`config.mk`:
```
export PLATFORM = sky130hd
export DESIGN_NAME = pcm_mem_arbiter
export DESIGN_NICKNAME = d
export VERILOG_FILES = /design/src/rtl/pcm_pkg.sv /design/src/rtl/pcm_rr_pick.sv /design/src/rtl/pcm_mem_arbiter.sv
export SDC_FILE = /design/constraint.sdc
export NUM_CORES = 1
export LEC_CHECK = 0
export ABC_AREA = 1
export CORE_ASPECT_RATIO = 1.75
export CORE_MARGIN = 5
export CORE_UTILIZATION = 45
export DETAILED_ROUTE_END_ITERATION = 12
export GPL_TIMING_DRIVEN = 1
export PLACE_DENSITY = 0.81
export SYNTH_ARGS = -nofsm -noshare
export SYNTH_HDL_FRONTEND = slang
export SYNTH_HIERARCHICAL = 1
export SYNTH_SLANG_ARGS = --single-unit
```
`constraint.sdc`:
```
create_clock -name clk -period 10.6 [get_ports clk]
set_clock_uncertainty 0.2 [all_clocks]
set_input_delay 2.65 -clock clk [delete_from_list [all_inputs] [get_ports clk]]
set_output_delay 2.65 -clock clk [all_outputs]
set_load 0.02 [all_outputs]
```
`src/rtl/pcm_pkg.sv`:
```
// Shared definitions for the PCM memory arbiter: FSM state encoding,
// bus widths and the number of requesting CPUs.
package pcm_pkg;

    localparam int unsigned PCM_ADDR_W = 20;
    localparam int unsigned PCM_DATA_W = 16;
    localparam int unsigned NUM_CPU    = 4;
    localparam int unsigned CPU_IDX_W  = 2;
    localparam int unsigned CNT_W      = 3;

    typedef enum logic [1:0] {
        IDLE,
        ISSUE,
        WAIT,
        DONE
    } pcm_state_t;

endpackage

```
`src/rtl/pcm_rr_pick.sv`:
```
// Round-robin requester pick: scans req starting at ptr (wrapping) and
// returns the first requester as both a one-hot vector and an index.
// Ports:
//   req    - request vector, bit i is CPU i
//   ptr    - index of the highest-priority requester this round
//   onehot - one-hot winner, zero when no request
//   index  - winner index, zero when no request
module pcm_rr_pick
    import pcm_pkg::*;
(
    input  logic [NUM_CPU-1:0]   req,
    input  logic [CPU_IDX_W-1:0] ptr,
    output logic [NUM_CPU-1:0]   onehot,
    output logic [CPU_IDX_W-1:0] index
);

    logic                 found;
    logic [CPU_IDX_W-1:0] cand;

    // First requester at or after ptr, modulo the CPU count.
    always_comb begin
        onehot = '0;
        index  = '0;
        found  = 1'b0;
        cand   = '0;
        for (int k = 0; k < NUM_CPU; k++) begin
            cand = ptr + CPU_IDX_W'(k);
            if (!found && req[cand]) begin
                found         = 1'b1;
                index         = cand;
                onehot[cand]  = 1'b1;
            end
        end
    end

endmodule

```
`src/rtl/pcm_mem_arbiter.sv`:
```
// Four-CPU arbiter for a single-port PCM memory. One access at a time:
// IDLE -> ISSUE -> (WAIT for reads) -> DONE -> IDLE, with a one-cycle
// cpu_ready pulse to the winner in DONE.
// Build option: define PCM_ARB_CPU0_PRIO_EN to give CPU0 absolute priority
// (round-robin then covers CPUs 1-3 only); default is plain 4-way rotation.
// Ports:
//   clk, reset (async active-low, release synchronized), init (sync clear)
//   cpu_req/cpu_write/cpu_addr/cpu_data_in - per-CPU request payload
//   cpu_ready/cpu_data_out                 - per-CPU completion and read data
//   grant/busy                             - current owner / not idle
//   pcm_mem_mm_*                           - memory-side bus
module pcm_mem_arbiter
    import pcm_pkg::*;
#(
    parameter int unsigned READ_LAT = 2,
    parameter int unsigned NUM_CPU  = pcm_pkg::NUM_CPU
) (
    input  logic                                  clk,
    input  logic                                  reset,
    input  logic                                  init,
    input  logic [NUM_CPU-1:0]                    cpu_req,
    input  logic [NUM_CPU-1:0]                    cpu_write,
    input  logic [NUM_CPU-1:0][PCM_ADDR_W-1:0]    cpu_addr,
    input  logic [NUM_CPU-1:0][PCM_DATA_W-1:0]    cpu_data_in,
    output logic [NUM_CPU-1:0]                    cpu_ready,
    output logic [NUM_CPU-1:0][PCM_DATA_W-1:0]    cpu_data_out,
    output logic [NUM_CPU-1:0]                    grant,
    output logic                                  busy,
    output logic [PCM_ADDR_W-1:0]                 pcm_mem_mm_address,
    output logic                                  pcm_mem_mm_chipselect,
    output logic                                  pcm_mem_mm_clken,
    output logic                                  pcm_mem_mm_write,
    output logic [PCM_DATA_W-1:0]                 pcm_mem_mm_writedata,
    output logic [1:0]                            pcm_mem_mm_byteenable,
    input  logic [PCM_DATA_W-1:0]                 pcm_mem_mm_readdata
);

    pcm_state_t           state;
    logic [CPU_IDX_W-1:0] rr_ptr;
    logic [CPU_IDX_W-1:0] win_idx;
    logic                 win_wr;
    logic [CNT_W-1:0]     cnt;
    logic                 rst_meta;
    logic                 rst_sync_n;

    logic [NUM_CPU-1:0]   rr_req;
    logic [NUM_CPU-1:0]   rr_onehot;
    logic [CPU_IDX_W-1:0] rr_idx;
    logic [NUM_CPU-1:0]   pick_onehot;
    logic [CPU_IDX_W-1:0] pick_idx;

    // Reset asserts immediately, releases on the second clock edge.
    always_ff @(posedge clk or negedge reset) begin
        if (!reset) begin
            rst_meta   <= 1'b0;
            rst_sync_n <= 1'b0;
        end else begin
            rst_meta   <= 1'b1;
            rst_sync_n <= rst_meta;
        end
    end

`ifdef PCM_ARB_CPU0_PRIO_EN
    // CPU0 bypasses the rotation; CPUs 1-3 rotate among themselves.
    assign rr_req      = {cpu_req[NUM_CPU-1:1], 1'b0};
    assign pick_idx    = cpu_req[0] ? 2'd0    : rr_idx;
    assign pick_onehot = cpu_req[0] ? 4'b0001 : rr_onehot;
`else
    assign rr_req      = cpu_req;
    assign pick_idx    = rr_idx;
    assign pick_onehot = rr_onehot;
`endif

    pcm_rr_pick u_rr_pick (
        .req    (rr_req),
        .ptr    (rr_ptr),
        .onehot (rr_onehot),
        .index  (rr_idx)
    );

    // Access FSM; every output is a register updated alongside the state.
    always_ff @(posedge clk or negedge rst_sync_n) begin
        if (!rst_sync_n) begin
            state                 <= IDLE;
            rr_ptr                <= '0;
            win_idx               <= '0;
            win_wr                <= 1'b0;
            cnt                   <= '0;
            grant                 <= '0;
            busy                  <= 1'b0;
            cpu_ready             <= '0;
            cpu_data_out          <= '0;
            pcm_mem_mm_address    <= '0;
            pcm_mem_mm_chipselect <= 1'b0;
            pcm_mem_mm_clken      <= 1'b0;
            pcm_mem_mm_write      <= 1'b0;
            pcm_mem_mm_writedata  <= '0;
            pcm_mem_mm_byteenable <= 2'b00;
        end else if (init) begin
            // Abandon whatever is in flight; read data registers are kept.
            state                 <= IDLE;
            rr_ptr                <= '0;
            cnt                   <= '0;
            grant                 <= '0;
            busy                  <= 1'b0;
            cpu_ready             <= '0;
            pcm_mem_mm_address    <= '0;
            pcm_mem_mm_chipselect <= 1'b0;
            pcm_mem_mm_clken      <= 1'b0;
            pcm_mem_mm_write      <= 1'b0;
            pcm_mem_mm_writedata  <= '0;
            pcm_mem_mm_byteenable <= 2'b00;
        end else begin
            cpu_ready <= '0;
            unique case (state)
                IDLE: begin
                    if (|cpu_req) begin
                        win_idx               <= pick_idx;
                        win_wr                <= cpu_write[pick_idx];
                        grant                 <= pick_onehot;
                        busy                  <= 1'b1;
                        pcm_mem_mm_address    <= cpu_addr[pick_idx];
                        pcm_mem_mm_writedata  <= cpu_data_in[pick_idx];
                        pcm_mem_mm_write      <= cpu_write[pick_idx];
                        pcm_mem_mm_chipselect <= 1'b1;
                        pcm_mem_mm_clken      <= 1'b1;
                        pcm_mem_mm_byteenable <= 2'b11;
                        state                 <= ISSUE;
                    end
                end
                ISSUE: begin
                    pcm_mem_mm_address    <= '0;
                    pcm_mem_mm_writedata  <= '0;
                    pcm_mem_mm_write      <= 1'b0;
                    pcm_mem_mm_chipselect <= 1'b0;
                    pcm_mem_mm_clken      <= 1'b0;
                    pcm_mem_mm_byteenable <= 2'b00;
                    cnt                   <= '0;
                    if (win_wr) begin
                        cpu_ready <= grant;
                        state     <= DONE;
                    end else begin
                        state     <= WAIT;
                    end
                end
                WAIT: begin
                    // Read data is valid on the last of READ_LAT wait cycles.
                    if (cnt == CNT_W'(READ_LAT - 1)) begin
                        cpu_data_out[win_idx] <= pcm_mem_mm_readdata;
                        cpu_ready             <= grant;
                        state                 <= DONE;
                    end else begin
                        cnt <= cnt + 3'd1;
                    end
                end
                DONE: begin
                    rr_ptr <= win_idx + 2'd1;
                    grant  <= '0;
                    busy   <= 1'b0;
                    state  <= IDLE;
                end
                default: state <= IDLE;
            endcase
        end
    end

endmodule

```
Yosys cells after proc, flatten, opt, wreduce, memory -nomap -nowiden
Index checks and enable logic that the tools add are counted.
{ "word_totals": {"regBits": 125} }
{ "classes": {"order_cmp": 11, "add_sub_neg": 5, "muxes": 70, "n_reduce_logical": 23, "n_eq_ne": 7, "n_bitwise": 4} }
{ "ops": {"columns": ["cell", "count"], "rows": [
  ["$bwmux W64", 1],
  ["$mux W16", 4],
  ["$mux W20", 3],
  ["$bmux W20 S2", 1],
  ["$pmux W20 S2", 1],
  ["$mux W4", 9],
  ["$bmux W16 S2", 1],
  ["$demux W16 S2", 1],
  ["$pmux W16 S2", 1],
  ["$mux W2", 11],
  ["$lt A2 B3 Y1 const B", 6],
  ["$mux W1", 18],
  ["$pmux W4 S2", 2],
  ["$or A4 B4 Y4", 3],
  ["$bmux W1 S2", 5],
  ["$ge A2 B1 Y1 const B", 5],
  ["$ne A3 B3 Y1 const B", 3],
  ["$reduce_bool A3 Y1", 3],
  ["$demux W1 S2", 4],
  ["$logic_and A1 B1 Y1", 8],
  ["$pmux W2 S4", 1],
  ["$reduce_and A2 Y1", 4],
  ["$mux W3", 2],
  ["$pmux W1 S2", 3],
  ["other kinds (14)", 20]
]} }

Logic depth before layout (Yosys ltp)
{ "depth": {"ltp_word": 17, "depth_mapped": 19, "mapped_depth_nobuf": 16} }

Hierarchy
Netlist, hierarchy kept.
{ "modules_own_cells": {"columns": ["module", "instances", "cells_per_inst", "area_per_inst_um2"], "rows": [
  ["pcm_mem_arbiter", 1, 869, 6381.1],
  ["pcm_rr_pick", 1, 82, 515.5]
]} }

Worst setup path before layout
OpenSTA, ideal clock, no wires.
{ "synth_timing": {"kind": "input -> register", "startpoint": "input cpu_req[1]", "endpoint": "register pcm_mem_mm_writedata[11]", "setup_slack_ns": 6.310, "arrival_ns": 3.973, "path_buffers": 2, "required_time_ns": 10.284, "setup_time_ns": 0.116, "cell_stages": 16, "path_cell_list": "nand2_1 -> nand3_1 -> nand2_1 -> nand2_1 -> nor2_1 -> nor2_1 -> nor2_1 -> inv_1 -> buf_4 -> buf_2 -> nand2_1 -> nand2_1 -> nand2_1 -> o21ai_0 -> nand2_1 -> nand2_1"} }
{ "synth_via": {"elab_chain_cells": 17} }
{ "synth_lines": {"columns": ["element", "line_no", "text"], "rows": [
  ["start, declared", "pcm_mem_arbiter.sv:21", "input logic [NUM_CPU-1:0] cpu_req,"],
  ["$bmux W1 S2", "pcm_rr_pick.sv:28", "if (!found && req[cand]) begin"],
  ["$mux W1 (implied by the code)", "pcm_rr_pick.sv:28", null],
  ["$mux W1", "pcm_rr_pick.sv:28", null],
  ["$logic_not A1 Y1", "pcm_rr_pick.sv:28", null],
  ["$logic_and A1 B1 Y1", "pcm_rr_pick.sv:28", null],
  ["$mux W1", "pcm_rr_pick.sv:28", null],
  ["$logic_not A1 Y1", "pcm_rr_pick.sv:28", null],
  ["$logic_and A1 B1 Y1", "pcm_rr_pick.sv:28", null],
  ["[2 not listed]", null, null],
  ["$logic_and A1 B1 Y1", "pcm_rr_pick.sv:28", null],
  ["$mux W2 *", "pcm_rr_pick.sv:28", null],
  ["named net pick_idx[0]", "pcm_mem_arbiter.sv:50", "logic [CPU_IDX_W-1:0] pick_idx;"],
  ["$bmux W16 S2 *", "pcm_mem_arbiter.sv:123", "pcm_mem_mm_writedata <= cpu_data_in[pick_idx];"],
  ["$mux W16 (implied by the code) *", "pcm_mem_arbiter.sv:123", null],
  ["$mux W16 *", "pcm_mem_arbiter.sv:117", "if (|cpu_req) begin"],
  ["$pmux W16 S2 *", "pcm_mem_arbiter.sv:115", "unique case (state)"],
  ["$mux W16 *", "pcm_mem_arbiter.sv:99", "end else if (init) begin"],
  ["end signal, assigned", "pcm_mem_arbiter.sv:123", null],
  ["end, declared", "pcm_mem_arbiter.sv:33", "output logic [PCM_DATA_W-1:0] pcm_mem_mm_writedata,"]
]} }
Mark *: on every way through the listed nets, which the timed path passes. The rest lies on a longest branch. The select of a mux whose other input is x is not followed.
A chain may end at the register's enable or synchronous reset.

Worst setup path in the final report
{ "layout_timing": {"startpoint": "input cpu_req[1]", "endpoint": "register pcm_mem_mm_write"} }
{ "layout_via": {"elab_chain_cells": 17} }
{ "layout_lines": {"columns": ["element", "line_no", "text"], "rows": [
  ["$bmux W1 S2", "pcm_rr_pick.sv:28", null],
  ["$mux W1 (implied by the code)", "pcm_rr_pick.sv:28", null],
  ["$mux W1", "pcm_rr_pick.sv:28", null],
  ["$logic_not A1 Y1", "pcm_rr_pick.sv:28", null],
  ["$logic_and A1 B1 Y1", "pcm_rr_pick.sv:28", null],
  ["$mux W1", "pcm_rr_pick.sv:28", null],
  ["$logic_not A1 Y1", "pcm_rr_pick.sv:28", null],
  ["$logic_and A1 B1 Y1", "pcm_rr_pick.sv:28", null],
  ["[2 not listed]", null, null],
  ["$logic_and A1 B1 Y1", "pcm_rr_pick.sv:28", null],
  ["$mux W2 *", "pcm_rr_pick.sv:28", null],
  ["named net pick_idx[0]", "pcm_mem_arbiter.sv:50", null],
  ["$bmux W1 S2 *", "pcm_mem_arbiter.sv:124", "pcm_mem_mm_write <= cpu_write[pick_idx];"],
  ["$mux W1 (implied by the code) *", "pcm_mem_arbiter.sv:124", null],
  ["$mux W1 *", "pcm_mem_arbiter.sv:117", null],
  ["$pmux W1 S2 *", "pcm_mem_arbiter.sv:115", null],
  ["$mux W1 *", "pcm_mem_arbiter.sv:99", null],
  ["end signal, assigned", "pcm_mem_arbiter.sv:124", null],
  ["end, declared", "pcm_mem_arbiter.sv:32", "output logic pcm_mem_mm_write,"]
]} }
Marked as above.

==> summary.md <==
| Metric | Value |
|---|---|
| Worst setup EP type | register |
| Largest net degree at the start of global routing | 112 |
| Worst setup margin | approximately 4500 ps |
| Yosys warns | 6 |
| Pleak | between 5 and 6 nW |
| CP dominant cell by count | nand2_1 |
| # placed instances | about 1.4k |
| Fin. max-slew vios | 0 |
| Vias | ~6.8k |
| Setup bufs post-CTS | 0 |
| FF-to-FF End | pcm_mem_mm_write |
| Antenna violations before repair | 0 |
| CTS clk-pin slew, worst paths | roughly 60 ps |
| Area post-placement | between 9000 and 10000 µm² |
| Clk sinks | 123 |
| CP Data Arrival Time | between 6000 and 7000 ps |
| RSZ-0062 raised after global routing | no |
| ANT nets after route | 0 |
| Worst-skew pair later-pin latency | around 410 ps |
| First-pass GRT wire length | 33.3 mm |
| Peak supply drop | approximately 0.12 mV |
| Yosys reg bits | 123 |
| Number of port buffers | 284 |
| DP Worst Slack | 4130 ps |
| Multi-input logic area | around 3200 µm² |
| Period utilization | between 50 and 60% |
| Row count | 60 |
| Die area | about 18000 µm² |
| TritonRoute pass-1 iters | 6 |
| WL/cell | between 10 and 15 µm |
| Die width | 104 µm |
| CP Cell Sequence | clkdlybuf4s50_1 > nand2_1 > nand3_1 > nand2_1 > nand2_1 > nor2_1 > nor2_1 > nor2_4 > buf_4 > inv_1 > nand2_1 > nand3_1 > nand2_1 > inv_1 > nand2_1 > nand2_1 |
| Overflow after GRT | 0 |
| Die Ht | between 150 and 200 µm |
| # IOs | 285 |
| Vias in the first global route | 6645 |
| MaxCap Viol Count | 0 |
| Slowest CP cell | inv_1 |
| DRC Markers | 0 |
| Initial Util | between 40% and 50% |
| Initial DRC count | 278 |
| Ant. Diodes | 0 |
| CTS tree | done |
| Post-synthesis sequential area ratio | roughly 45% |
| Worst-path fanout max | around 110 |
| Layout cells sized above 1 | just over 6% |
| Core ar. | between 15000 and 20000 µm² |
| Synth Area per Inst | 7.25 µm² |
| FF/Latch Area | roughly 3100 µm² |
| CP Data Required Time | 10700 ps |
| Post-Syn Area | between 6000 and 7000 µm² |
| Reg2reg path depth | 17 |
| Setup TNS | 0 ps |
| Post-DP HPWL | 15.7 mm |
| Status | finished, final reports clean |
| GP Congestion | roughly 0.9 |
| Post-Syn Nets | around 1.1k |
| WHS | approximately 160 ps |
| WL final | around 21 mm |
| Pwr per Cell Area | between 200 and 250 nW/µm² |
| CP peak stage delay | about 860 ps |
| Final Instance Count excl. Fillers | roughly 1.4k |
| Area grow syn2layout | 48.9% |
| Synth cell types | 30 |
| Syn Inst Count | between 900 and 1k |
| Hold Vio Cnt, Final | 0 |
| Startpoint types | input port |
| Worst Setup Path Type | in -> reg |
| Via density | around 4.8 |
| Filler Cell Count | between 1k and 1.5k |
| Worst Max-Slew Pin Slew | approximately 1300 ps |
| R2r setup slk | 6080 ps |
| H-tree levels | 4 |
| CTS resizes | 0 |
| Num CTS Buffers | 17 |
| Maximum root-to-sink buffer count | 2 |
| Design Area, Final | roughly 10000 µm² |
| Max-slew headroom | between 10% and 20% |
| Hold_buf cts | 0 |
| Crit. Startpoint | cpu_req[1] |
| Max Clock Freq | ~170 MHz |
| Reg2reg start | rr_ptr[0] |
| Final #Nets | ~1.4k |
| Hold Path Class | reg -> reg |
| Crit path capture | pcm_mem_mm_write |
| GRT Overall Usage | ~23% |
| Final min period | between 6000 and 7000 ps |
| Root Driver | clkbuf_16 |
| Setup Viol. Count Final | 0 |
where the power goes:
group	switching (mW)	internal, mW	leakage, nW
clock	0.234	0.356	0.292
combinational	0.658	0.446	3.15
sequential	0.0843	0.590	1.68
layout by cell type (no fill, tap or decap), types with 2 or more instances in the layout:
cell	count
o21ai_2	13
nor2_1	54
ha_1	15
a21oi_1	5
nor2_8	2
clkdlybuf4s50_1	284
nor2_2	2
o21ai_1	53
nand3_1	30
or2_2	2
inv_8	3
buf_4	4
inv_6	8
clkbuf_16	17
inv_1	75
nand2_2	7
a21boi_0	4
nor2_4	2
bufinv_16	2
inv_2	2
dfrtp_1	122
clkinvlp_4	2
nand2_4	3
nand2_1	457
nand2_8	2
o21ai_0	47
cells by family after synthesis:
| group | Yosys count | share of synthesized area (%) |
|---|---|---|
| compound gates | 123 | 9.81 |
| flops | 123 | 44.6 |
| fa+ha+maj | 15 | 2.72 |
| other cells | 1 | 0.0544 |
| buf+inv | 126 | 9.58 |
| simple gates | 563 | 33.2 |
synthesized netlist by cell type:
cell / n / area share, %
nand2_1: 457 / 25
dfrtp_1: 123 / 45
inv_1: 75 / 4.1
nor2_1: 55 / 3.0
o21ai_1: 53 / 3.8
o21ai_0: 47 / 3.4
nand3_1: 30 / 2.2
buf_2: 18 / 1.3
buf_6: 16 / 2.6
ha_1: 15 / 2.7
o21ai_2: 13 / 1.7
buf_4: 7 / 0.76
nand2_2: 7 / 0.63
a21oi_1: 5 / 0.36
a21boi_0: 4 / 0.44
buf_1: 4 / 0.22
nand2_4: 3 / 0.49
clkbuf_1: 2 / 0.11
inv_2: 2 / 0.11
nand2_8: 2 / 0.58
nor2_2: 2 / 0.18
nor2_8: 2 / 0.58
or2_2: 2 / 0.18
bufinv_8: 1 / 0.25
conb_1: 1 / 0.054
inv_6: 1 / 0.13
nand3_4: 1 / 0.25
nand4_1: 1 / 0.091
nor2_4: 1 / 0.16
o31ai_1: 1 / 0.11
how the worst min path moves through the flow:
stage	from	depth (start not counted)	end	slack, ps
after CTS	rst_meta	0	rst_sync_n	160
after global routing	rst_meta	0	rst_sync_n	170
after floorplan	rst_meta	0	rst_sync_n	130
after detailed placement	rst_meta	0	rst_sync_n	140
after global placement	rst_meta	0	rst_sync_n	140
final	rst_meta	0	rst_sync_n	160
flip-flops by register name, summed over array words and instances (netlist names), 2 cells and up:
| signal | cells |
|---|---|
| cpu_data_out | 64 |
| pcm_mem_mm_address | 20 |
| grant | 4 |
| cpu_ready | 4 |
| rr_ptr | 2 |
| win_idx | 2 |
| state | 2 |
| pcm_mem_mm_writedata | 16 |
| cnt | 3 |
critical path, delay by kind of cell:
family	cells	cell delay, ps
simple gates	12	1350
buf+inv	4	2130
cell type report:
| cell class | instances | share of cell area [%] |
|---|---|---|
| well taps | 186 | 2.27 |
| multi-input cells | 702 | 30.8 |
| flip-flops and latches | 123 | 30.0 |
| clock inverters | 15 | 1.74 |
| inverters | 79 | 3.07 |
| clock buffers | 17 | 4.14 |
| repair buffers | 288 | 28.0 |
per-layer routing:
layer / vias to the layer above / track usage [%] / wire length, µm
li1: 3446 / - / -
met3: 36 / 6.41 / 1600
met2: 282 / 40.9 / 11000
met5: - / 0 / 0
met4: 0 / 8.92 / 565
met1: 3071 / 24.7 / 7650
through the flow:
stage,power [mW],util [%]
2_1_floorplan,1.36,-
3_3_place_gp,1.77,63.4
3_5_place_dp,1.79,63.4
4_1_cts,2.39,67.4
5_1_grt,2.53,67.4
6_report,2.37,67.4
Power figures use the tool's default switching activity.
